--- config.mk ---
export PLATFORM = sky130hd
export DESIGN_NAME = player_ctl_flat
export DESIGN_NICKNAME = d
export VERILOG_FILES = /design/src/rtl/player_ctl_if.sv /design/src/rtl/player_ctl.sv /design/src/flat_wrapper.sv
export SDC_FILE = /design/constraint.sdc
export NUM_CORES = 1
export LEC_CHECK = 0
export CAP_MARGIN = 20
export CELL_PAD_IN_SITES_DETAIL_PLACEMENT = 0
export CELL_PAD_IN_SITES_GLOBAL_PLACEMENT = 2
export CORE_MARGIN = 5
export CORE_UTILIZATION = 37
export CTS_BUF_LIST = sky130_fd_sc_hd__clkbuf_4 sky130_fd_sc_hd__clkbuf_8
export DETAILED_ROUTE_END_ITERATION = 8
export GPL_TIMING_DRIVEN = 0
export PLACE_DENSITY = 0.94
export SLEW_MARGIN = 15
export SYNTH_ARGS = -nofsm -noshare
export SYNTH_HDL_FRONTEND = slang
export SYNTH_SLANG_ARGS = --single-unit
--- constraint.sdc ---
create_clock -name clk -period 5.3 [get_ports clk]
set_input_delay 1.325 -clock clk [delete_from_list [all_inputs] [get_ports clk]]
set_output_delay 1.325 -clock clk [all_outputs]
set_load 0.02 [all_outputs]
--- src/rtl/player_ctl_if.sv ---
// player_ctl_if: frame sync, button levels and sprite position exchanged with player_ctl.
interface player_ctl_if;
    logic       vblnk;
    logic       move_left;
    logic       move_right;
    logic       jump;
    logic [9:0] player_xpos;
    logic [9:0] player_ypos;
    logic       on_ground;
    modport master (
        output vblnk, move_left, move_right, jump,
        input  player_xpos, player_ypos, on_ground
    );
    modport slave (
        input  vblnk, move_left, move_right, jump,
        output player_xpos, player_ypos, on_ground
    );
endinterface

--- src/rtl/player_ctl.sv ---
// player_ctl: per-frame player sprite position from buttons; walk clamp plus jump/gravity FSM.
// Optional PLAYER_DOUBLE_JUMP_EN allows one extra jump while airborne.
module player_ctl #(
    parameter int X_START  = 10,
    parameter int X_MAX    = 958,
    parameter int GROUND_Y = 292,
    parameter int STEP     = 4,
    parameter int JUMP_V   = 12,
    parameter int GRAVITY  = 1,
    parameter int MAX_FALL = 12
) (
    input logic         clk,
    input logic         rst,
    player_ctl_if.slave bus
);
    typedef enum logic [1:0] {GROUND = 2'd0, RISE = 2'd1, FALL = 2'd2} state_t;
    state_t      state_q, state_d;
    logic [9:0]  x_q, x_d, y_q, y_d;
    logic [4:0]  v_q, v_d;
    logic        vblnk_prev_q, jump_prev_q, jump_req_q, jump_req_d, on_ground_q;
    logic        tick, req, dbl_fire;
    logic [9:0]  x_left, x_right, y_rise;
    logic [10:0] x_sum, y_fall;
    logic [5:0]  v_sum;
    logic [4:0]  v_rise, v_fall;
    assign tick       = bus.vblnk & ~vblnk_prev_q;
    // a jump edge coinciding with the tick still counts for that tick
    assign req        = jump_req_q | (bus.jump & ~jump_prev_q);
    assign jump_req_d = tick ? 1'b0 : req;
    assign x_left  = (x_q < 10'(STEP)) ? 10'd0 : x_q - 10'(STEP);
    assign x_sum   = {1'b0, x_q} + 11'(STEP);
    assign x_right = (x_sum > 11'(X_MAX)) ? 10'(X_MAX) : x_sum[9:0];
    assign x_d     = !tick ? x_q :
                     (bus.move_left && !bus.move_right) ? x_left :
                     (bus.move_right && !bus.move_left) ? x_right : x_q;
    assign y_rise  = (y_q < 10'(v_q)) ? 10'd0 : y_q - 10'(v_q);
    assign v_rise  = v_q - 5'(GRAVITY);
    assign v_sum   = {1'b0, v_q} + 6'(GRAVITY);
    assign v_fall  = (v_sum > 6'(MAX_FALL)) ? 5'(MAX_FALL) : v_sum[4:0];
    assign y_fall  = {1'b0, y_q} + 11'(v_fall);
`ifdef PLAYER_DOUBLE_JUMP_EN
    logic dbl_used_q, dbl_used_d;
    assign dbl_fire   = tick & req & ~dbl_used_q & (state_q == RISE || state_q == FALL);
    assign dbl_used_d = (state_d == GROUND) ? 1'b0 : (dbl_fire | dbl_used_q);
    always_ff @(posedge clk) begin
        if (rst) dbl_used_q <= 1'b0;
        else     dbl_used_q <= dbl_used_d;
    end
`else
    assign dbl_fire = 1'b0;
`endif
    always_comb begin
        state_d = state_q;
        y_d     = y_q;
        v_d     = v_q;
        case (state_q)
            GROUND: begin
                if (tick && req) begin
                    state_d = RISE;
                    v_d     = 5'(JUMP_V);
                end
            end
            RISE: begin
                if (dbl_fire) begin
                    v_d = 5'(JUMP_V);
                end else if (tick) begin
                    y_d     = y_rise;
                    v_d     = v_rise;
                    state_d = (v_rise == 5'd0) ? FALL : RISE;
                end
            end
            FALL: begin
                if (dbl_fire) begin
                    v_d     = 5'(JUMP_V);
                    state_d = RISE;
                end else if (tick) begin
                    y_d     = (y_fall >= 11'(GROUND_Y)) ? 10'(GROUND_Y) : y_fall[9:0];
                    v_d     = (y_fall >= 11'(GROUND_Y)) ? 5'd0 : v_fall;
                    state_d = (y_fall >= 11'(GROUND_Y)) ? GROUND : FALL;
                end
            end
            default: begin
                state_d = GROUND;
                y_d     = 10'(GROUND_Y);
                v_d     = 5'd0;
            end
        endcase
    end
    always_ff @(posedge clk) begin
        if (rst) begin
            state_q      <= GROUND;
            x_q          <= 10'(X_START);
            y_q          <= 10'(GROUND_Y);
            v_q          <= 5'd0;
            vblnk_prev_q <= 1'b0;
            jump_prev_q  <= 1'b0;
            jump_req_q   <= 1'b0;
            on_ground_q  <= 1'b1;
        end else begin
            state_q      <= state_d;
            x_q          <= x_d;
            y_q          <= y_d;
            v_q          <= v_d;
            vblnk_prev_q <= bus.vblnk;
            jump_prev_q  <= bus.jump;
            jump_req_q   <= jump_req_d;
            on_ground_q  <= (state_d == GROUND);
        end
    end
    assign bus.player_xpos = x_q;
    assign bus.player_ypos = y_q;
    assign bus.on_ground   = on_ground_q;
endmodule

--- src/flat_wrapper.sv ---
// flat-port wrapper written by rule: the top's interface ports become plain ports
module player_ctl_flat 
#(
    parameter int X_START  = 10,
    parameter int X_MAX    = 958,
    parameter int GROUND_Y = 292,
    parameter int STEP     = 4,
    parameter int JUMP_V   = 12,
    parameter int GRAVITY  = 1,
    parameter int MAX_FALL = 12
)
  (clk, rst, bus_vblnk, bus_move_left, bus_move_right, bus_jump, bus_player_xpos, bus_player_ypos, bus_on_ground);
  player_ctl_if bus_i ();
  input logic clk;
  input logic rst;
  input wire logic [$bits(bus_i.vblnk)-1:0] bus_vblnk;
  input wire logic [$bits(bus_i.move_left)-1:0] bus_move_left;
  input wire logic [$bits(bus_i.move_right)-1:0] bus_move_right;
  input wire logic [$bits(bus_i.jump)-1:0] bus_jump;
  output wire logic [$bits(bus_i.player_xpos)-1:0] bus_player_xpos;
  output wire logic [$bits(bus_i.player_ypos)-1:0] bus_player_ypos;
  output wire logic [$bits(bus_i.on_ground)-1:0] bus_on_ground;
  assign bus_i.vblnk = bus_vblnk;
  assign bus_i.move_left = bus_move_left;
  assign bus_i.move_right = bus_move_right;
  assign bus_i.jump = bus_jump;
  assign bus_player_xpos = bus_i.player_xpos;
  assign bus_player_ypos = bus_i.player_ypos;
  assign bus_on_ground = bus_i.on_ground;
  player_ctl #(.X_START(X_START), .X_MAX(X_MAX), .GROUND_Y(GROUND_Y), .STEP(STEP), .JUMP_V(JUMP_V), .GRAVITY(GRAVITY), .MAX_FALL(MAX_FALL)) u_core (.clk(clk), .rst(rst), .bus(bus_i));
endmodule
==> results of run 1 <==
==> power breakdown <==
group | total [uW] | switching (uW) | internal, uW | leakage (uW)
clock network | 235 | 96.5 | 138 | 0.0000579
logic | 217 | 133 | 84.2 | 0.000909
registers | 245 | 9.66 | 236 | 0.000244
==> cell usage in the layout, fill, tap and decap left out, types with 3 or more instances in the layout <==
cell type,Yosys,layout
a211o_1,4,4
a211oi_1,3,3
a21o_1,5,5
a21oi_1,32,32
a31oi_1,8,8
and3_1,4,4
buf_2,4,4
clkbuf_1,11,11
clkbuf_8,0,5
clkdlybuf4s50_1,0,25
dfxtp_1,30,30
ha_1,22,22
inv_1,28,28
nand2_1,18,18
nand2b_1,5,5
nand3_1,11,11
nand4_1,6,6
nand4b_1,3,3
nor2_1,39,39
nor2b_1,7,7
nor3_1,19,19
o211ai_1,3,3
o21a_1,3,3
o21ai_0,24,24
o21ai_1,4,4
o21bai_1,3,3
o22ai_1,10,10
or2_2,3,3
or3_1,6,6
or4_1,3,3
xnor2_1,8,8
xor2_1,4,4
==> metrics by stage <==
step                util [%]  instances  hold WS, ps
global route            44.8        509          598
CTS                     44.8        509          511
detailed placement      43.3        501          493
floorplan                  -        377          473
finish                  44.8        509          515
global placement        43.3        501          496
==> final timing paths <==
path / start / to / slack [ps] / depth (start not counted)
worst min register to register: u_core.jump_req_q / u_core.jump_req_q / 510 / 2
worst max register to register: u_core.v_q[2] / u_core.bus.player_ypos[1] / 980 / 18
worst min-delay path: u_core.jump_req_q / u_core.jump_req_q / 510 / 2
worst max-delay path: u_core.v_q[2] / u_core.bus.player_ypos[1] / 980 / 18
==> registers in the layout, indices dropped and copies added (netlist names) <==
register / cells
u_core.bus.player_ypos: 10
u_core.bus.player_xpos: 9
u_core.v_q: 5
u_core.state_q: 2
u_core.bus.on_ground: 1
u_core.jump_prev_q: 1
u_core.jump_req_q: 1
u_core.vblnk_prev_q: 1
==> routing by layer <==
layer	part of all wire, %	wire length [um]
met5	0	0
met4	1.1	85
met3	2.8	218
met2	50	3900
met1	47	3670
==> layout make-up <==
type                    instances  area, um^2  area share [%]
plain buffers                  17        72.6            2.22
clock buffers                   5        68.8            2.11
clock inverters                 3        40.0            1.23
inverters                      28         105            3.22
multi-input cells             302        2010            61.4
flip-flops and latches         30         601            18.4
well taps                      99         124            3.79
repair buffers                 25         250            7.66
==> cells by family (layout without fill, tap and decap cells) <==
group / Yosys count / after routing / synth area share, %
adders and majority gates: 24 / 24 / 11.3
and+or+nand+nor: 138 / 138 / 26.8
DFF: 30 / 30 / 21.6
AOI/OAI and AO/OA: 124 / 124 / 29.2
buffers and inverters: 45 / 78 / 6.39
xor gates and xnor gates: 12 / 12 / 3.78
muxes: 2 / 2 / 0.765
other: 1 / 2 / 0.135
==> worst register-to-register path: stages (launching register included) <==
cell      delay (ps)
dfxtp_1          320
clkbuf_1         330
and3_1           290
a21oi_1           90
a21oi_1          130
nor3_1            60
o21ai_0          280
nand2_1          140
inv_1             70
ha_1             210
inv_1             70
fa_1             410
nand2b_1         210
a211oi_4         350
o21ai_0          150
xor2_1           260
a22o_1           340
nand4_2          300
o22ai_1          240
==> key figures, run 1 <==
Status
  – Status: complete, no violations

Critical path
  – Worst EP required: between 5000 and 6000 ps
  – CP Max Fanout: 9
  – CP Cell Sequence: clkbuf_1 > and3_1 > a21oi_1 > a21oi_1 > nor3_1 > o21ai_0 > nand2_1 > inv_1 > ha_1 > inv_1 > fa_1 > nand2b_1 > a211oi_4 > o21ai_0 > xor2_1 > a22o_1 > nand4_2 > o22ai_1
  – Slowest stage cell, crit path: fa_1
  – CP Class: register to register
  – Bufs and invs on worst path: 3
  – CP Launch Type: register
  – Max incr delay on CP: 410 ps
  – Crit path DAT: 4530 ps
  – Setup crit end kind: register
  – Cell family with most CP delay: compound AO/OA/AOI/OAI gates

Clocking
  – Clock sink count: 30
  – Clk_lat worst skew: between 200 and 300 ps
  – H-tree levels: 2
  – Root Buffer: clkbuf_8
  – Post-CTS Setup Inserts: 0
  – Total CTS buffers: 5
  – Maximum root-to-sink buffer count: 2
  – Cts repair resizes: 0
  – CTS hold repair buffers: 0
  – CTS clk-pin slew, worst paths: roughly 70 ps
  – TritonCTS clock tree: yes

Place
  – Post-DP HPWL: 6.04 mm
  – Gpl congestion: about 0.89
  – IO buf count: 25
  – Place WS: ~1100 ps
  – Placed cell area: 3160 um^2

Logic synthesis
  – Async set-reset flop share out of synthesis: 0%
  – Proportion of netlist area held by the largest area contributor: 21.6%
  – Cell taking the most area after synthesis: dfxtp_1
  – Yosys warning count: 0
  – Flops & latches, synth: 30
  – Post-synth EDFFs: 0
  – Netlist cell types: 65
  – Mapped Cells: 376
  – Syn_area_per_cell: around 7.4 um^2
  – Synth Flop Type: dfxtp_1
  – Post-Syn Area: between 2000 and 3000 um^2
  – Most frequent cell after synthesis: nor2_1
  – Synth area leaders: dfxtp_1 (22%), ha_1 (9.9%), a21oi_1 (5.8%), nor2_1 (5.3%), o21ai_0 (4.3%)
  – Seq/Total Area, Yosys: 21.6%
  – Post-synth top cells: nor2_1 (39), a21oi_1 (32), dfxtp_1 (30), inv_1 (28), o21ai_0 (24)

Detailed routing
  – Drt drc: 0
  – Initial DRC Count: 119
  – Drt pass-1 iters: 4
  – DR vias/cell: 5.65
  – Drt total wl: 7.87 mm
  – Routed WL per cell: 15.5 um
  – Antenna-violating nets left: 0
  – Vias: about 2900

Global routing
  – Number of global-route vias before repair: 2823
  – Top Usage Layer GRT: met2
  – GRT Total Usage: 16.9%
  – Met2 GRT Util: 30.7%
  – Initial antenna violation count: 0
  – Remaining Overflow, GRT: 0
  – Met3 Usage GRT: 2.88%
  – Met1 Usage GRT: 20.7%
  – Largest net degree at the start of global routing: 12
  – First-pass GRT wire length: 13.4 mm

STA
  – RSZ-0062 raised after global routing: no
  – Worst Skew: 7.37 ps
  – Finish-stage setup viols: 0
  – Period utilization: around 82%
  – Slew Viols, Final: 0
  – Worst Max-Slew Pin Slew: ~640 ps
  – Fmax: 0.231 GHz
  – Final min period: 4320 ps
  – Sum of negative setup slack: 0 ps
  – Final worst setup slack: 979 ps
  – Max-slew headroom: 57.0%
  – Final hold viol count: 0

Hold path
  – HP Class: register to register

Power
  – Maximum vdd drop: 0.104 mV
  – LEAKAGE: 0.00121 uW
  – Pwr dens: 213 nW/um^2
  – Total Power: 697 uW

Cells and area
  – Synth-to-layout area growth: 17.5%
  – Layout Nets: between 400 and 500
  – Antenna diodes: 0
  – Final Cell Area: about 3300 um^2
  – Fraction of layout cells with a size suffix above 1: 6.59%
  – Filler cells: between 800 and 900

Die
  – Die Area: 9350 um^2
  – Row count: 31
  – Num ports: 27
  – Chip height: 96.7 um
  – Initial cell density of the core: between 30% and 40%
  – Core footprint: about 7300 um^2
  – DIE WIDTH: 96.7 um

Run
  – Max-Cap Viols: 0
Note: power is estimated with default switching activity, not from simulation.
==> run 2, diff against run 1 <==
--- a/config.mk
+++ b/config.mk
@@ -9,11 +9,11 @@
 export CELL_PAD_IN_SITES_DETAIL_PLACEMENT = 0
 export CELL_PAD_IN_SITES_GLOBAL_PLACEMENT = 2
 export CORE_MARGIN = 5
-export CORE_UTILIZATION = 37
+export CORE_UTILIZATION = 31
 export CTS_BUF_LIST = sky130_fd_sc_hd__clkbuf_4 sky130_fd_sc_hd__clkbuf_8
 export DETAILED_ROUTE_END_ITERATION = 8
 export GPL_TIMING_DRIVEN = 0
-export PLACE_DENSITY = 0.94
+export PLACE_DENSITY = 0.84
 export SLEW_MARGIN = 15
 export SYNTH_ARGS = -nofsm -noshare
 export SYNTH_HDL_FRONTEND = slang
==> constraint.sdc (replaced) <==
create_clock -name clk -period 3.55 [get_ports clk]
set_input_delay 0.8875 -clock clk [delete_from_list [all_inputs] [get_ports clk]]
set_output_delay 0.8875 -clock clk [all_outputs]
set_load 0.02 [all_outputs]
==> run 2 against run 1 <==
Global-route usage shrank 2.2 points. First-iteration DRC count grew 3.4%. Sequential power grew 51%. Count of clock-buffer cells in the layout grew 2. Critical endpoint is now u_core.bus.player_ypos[0]. Die area grew 17%. Maximum frequency grew 25%. Total power grew 42%.
==> key figures, run 2 (synthesis results as in run 1) <==
Status
  – Status: complete, no violations

Detailed routing
  – Drt drc: 0
  – Drt total wl: around 8.3 mm
  – Routed WL per cell: 15.7 um
  – Antenna-violating nets left: 0
  – Vias: about 2900
  – Initial DRC Count: 123
  – DR vias/cell: roughly 5.5
  – Drt pass-1 iters: 5

Place
  – IO buf count: 25
  – Post-DP HPWL: 6.22 mm
  – Gpl congestion: between 0.8 and 0.9
  – Place WS: -617 ps
  – Dpl cells: 510

Global routing
  – Remaining Overflow, GRT: 0
  – GRT Total Usage: 14.7%
  – Number of global-route vias before repair: approximately 2800
  – Initial antenna violation count: 0
  – First-pass GRT wire length: 13.6 mm
  – Largest net degree at the start of global routing: 12

STA
  – Worst Max-Slew Pin Slew: 737 ps
  – Fmax: 0.288 GHz
  – Max-slew headroom: between 50% and 60%
  – Final min period: around 3500 ps
  – RSZ-0062 raised after global routing: yes
  – Slew Viols, Final: 0
  – Finish-stage setup viols: 0
  – Worst Skew: 5.56 ps
  – Period utilization: 97.7%
  – Final worst setup slack: 81.9 ps
  – Final hold viol count: 0

Cells and area
  – Layout Nets: 450
  – Most common cell after layout, fill and taps aside: nor2_1
  – Commonest non-fill, non-tap cells in the layout: nor2_1 (39), a21oi_1 (32), inv_1 (26)
  – Synth-to-layout area growth: 24.1%
  – Fraction of layout cells with a size suffix above 1: a little over an eighth
  – Post-Layout Cell Count: 528
  – Antenna diodes: 0
  – Finished Core Util: roughly two fifths
  – Max reg flops: 10

Die
  – DIE WIDTH: 105 um
  – Initial cell density of the core: 31.9%
  – Chip height: between 100 and 150 um
  – Row count: 34
  – Num ports: 27
  – Die Area: 11000 um^2
  – Core footprint: 8720 um^2

Clocking
  – CTS hold repair buffers: 0
  – Root Buffer: clkbuf_8
  – Total CTS buffers: 5
  – TritonCTS clock tree: yes
  – Clock sink count: 30
  – CTS clk-pin slew, worst paths: ~60 ps
  – H-tree levels: 2
  – Clk_lat worst skew: around 280 ps
  – Maximum root-to-sink buffer count: 2

Power
  – LEAKAGE: about 0.0013 uW
  – Pwr dens: 288 nW/um^2
  – Maximum vdd drop: about 0.13 mV

Hold path
  – HP Class: register to register

Critical path
  – CP Max Fanout: 7
  – CP Cell Sequence: and3_4 > or3_1 > o21ai_1 > nand3_1 > o21ai_2 > nand2_2 > inv_2 > ha_4 > inv_4 > fa_2 > nand2b_4 > a211oi_4 > or3_4 > a31oi_4 > o21ai_4 > nand4_4 > o22ai_2
  – Setup crit end kind: register
  – CP Class: register to register
  – Crit path DAT: about 3700 ps
  – Cell family with most CP delay: simple AND/OR/NAND/NOR gates
  – Max incr delay on CP: 400 ps
  – CP Launch Type: register
  – Slowest stage cell, crit path: fa_2
  – Bufs and invs on worst path: 2
  – Worst EP required: 3750 ps

Run
  – Max-Cap Viols: 0
[run 2: cell types whose count changed in the layout (fill, tap and decap cells not counted), moves of 3 or more]
cell     previous run  this run
buf_4               1        13
dfxtp_1            30        25
dfxtp_4             0         4
o21ai_0            24        20
o21ai_1             4         7
[run 2: per-layer routing]
metal / vias up / track usage [%] / routed length (um)
met5: - / 0 / 0
met4: 0 / 2.65 / 32
met3: 4 / 2.77 / 296
met2: 41 / 25.4 / 4070
met1: 1373 / 19.2 / 3890
li1: 1470 / - / -
[run 2: worst register-to-register path: stages (launching register included)]
cell      delay (ps)
dfxtp_4          360
and3_4           190
or3_1            300
o21ai_1           80
nand3_1          120
o21ai_2          100
nand2_2           80
inv_2             70
ha_4             150
inv_4             40
fa_2             400
nand2b_4         160
a211oi_4         310
or3_4            200
a31oi_4           90
o21ai_4          320
nand4_4          230
o22ai_2          210
[run 2: cell type report]
cell class	instances	area, um^2
clock buffer	7	83.8
timing repair buffer	38	345
tap	108	135
multi-input combinational	302	2100
fill	944	5270
buffer	15	65.1
inverter	28	108
sequential	30	617
[run 2: per-stage QoR]
stage	setup TNS, ps	hold slack (ps)	area (um^2)	power, uW
final	0	520	3450	993
after global routing	-193	558	3450	1060
after CTS	0	521	3320	988
after detailed placement	-7120	504	3170	698
after global placement	-6080	495	3170	696
after floorplan	0	473	2790	613
[run 2: timing repair]
| item | 4_1_cts | 5_1_grt |
|---|---|---|
| buffers inserted | 3 | 10 |
| resized for setup | 15 | 17 |
| setup endpoints to repair | 15 | 15 |
| pin swaps | 3 | 13 |
[run 2: path summary, 6_finish.rpt]
path | from | to | slack [ps] | depth (start not counted)
worst max register to register | u_core.v_q[2] | u_core.bus.player_ypos[0] | 80 | 17
worst min-delay path | u_core.jump_req_q | u_core.jump_req_q | 520 | 2
worst max-delay path | u_core.v_q[2] | u_core.bus.player_ypos[0] | 80 | 17
worst min register to register | u_core.jump_req_q | u_core.jump_req_q | 520 | 2
[run 2: power breakdown]
group          switching, uW  internal [uW]
combinational            205            140
clock                    128            150
sequential              18.3            353
total                    351            643
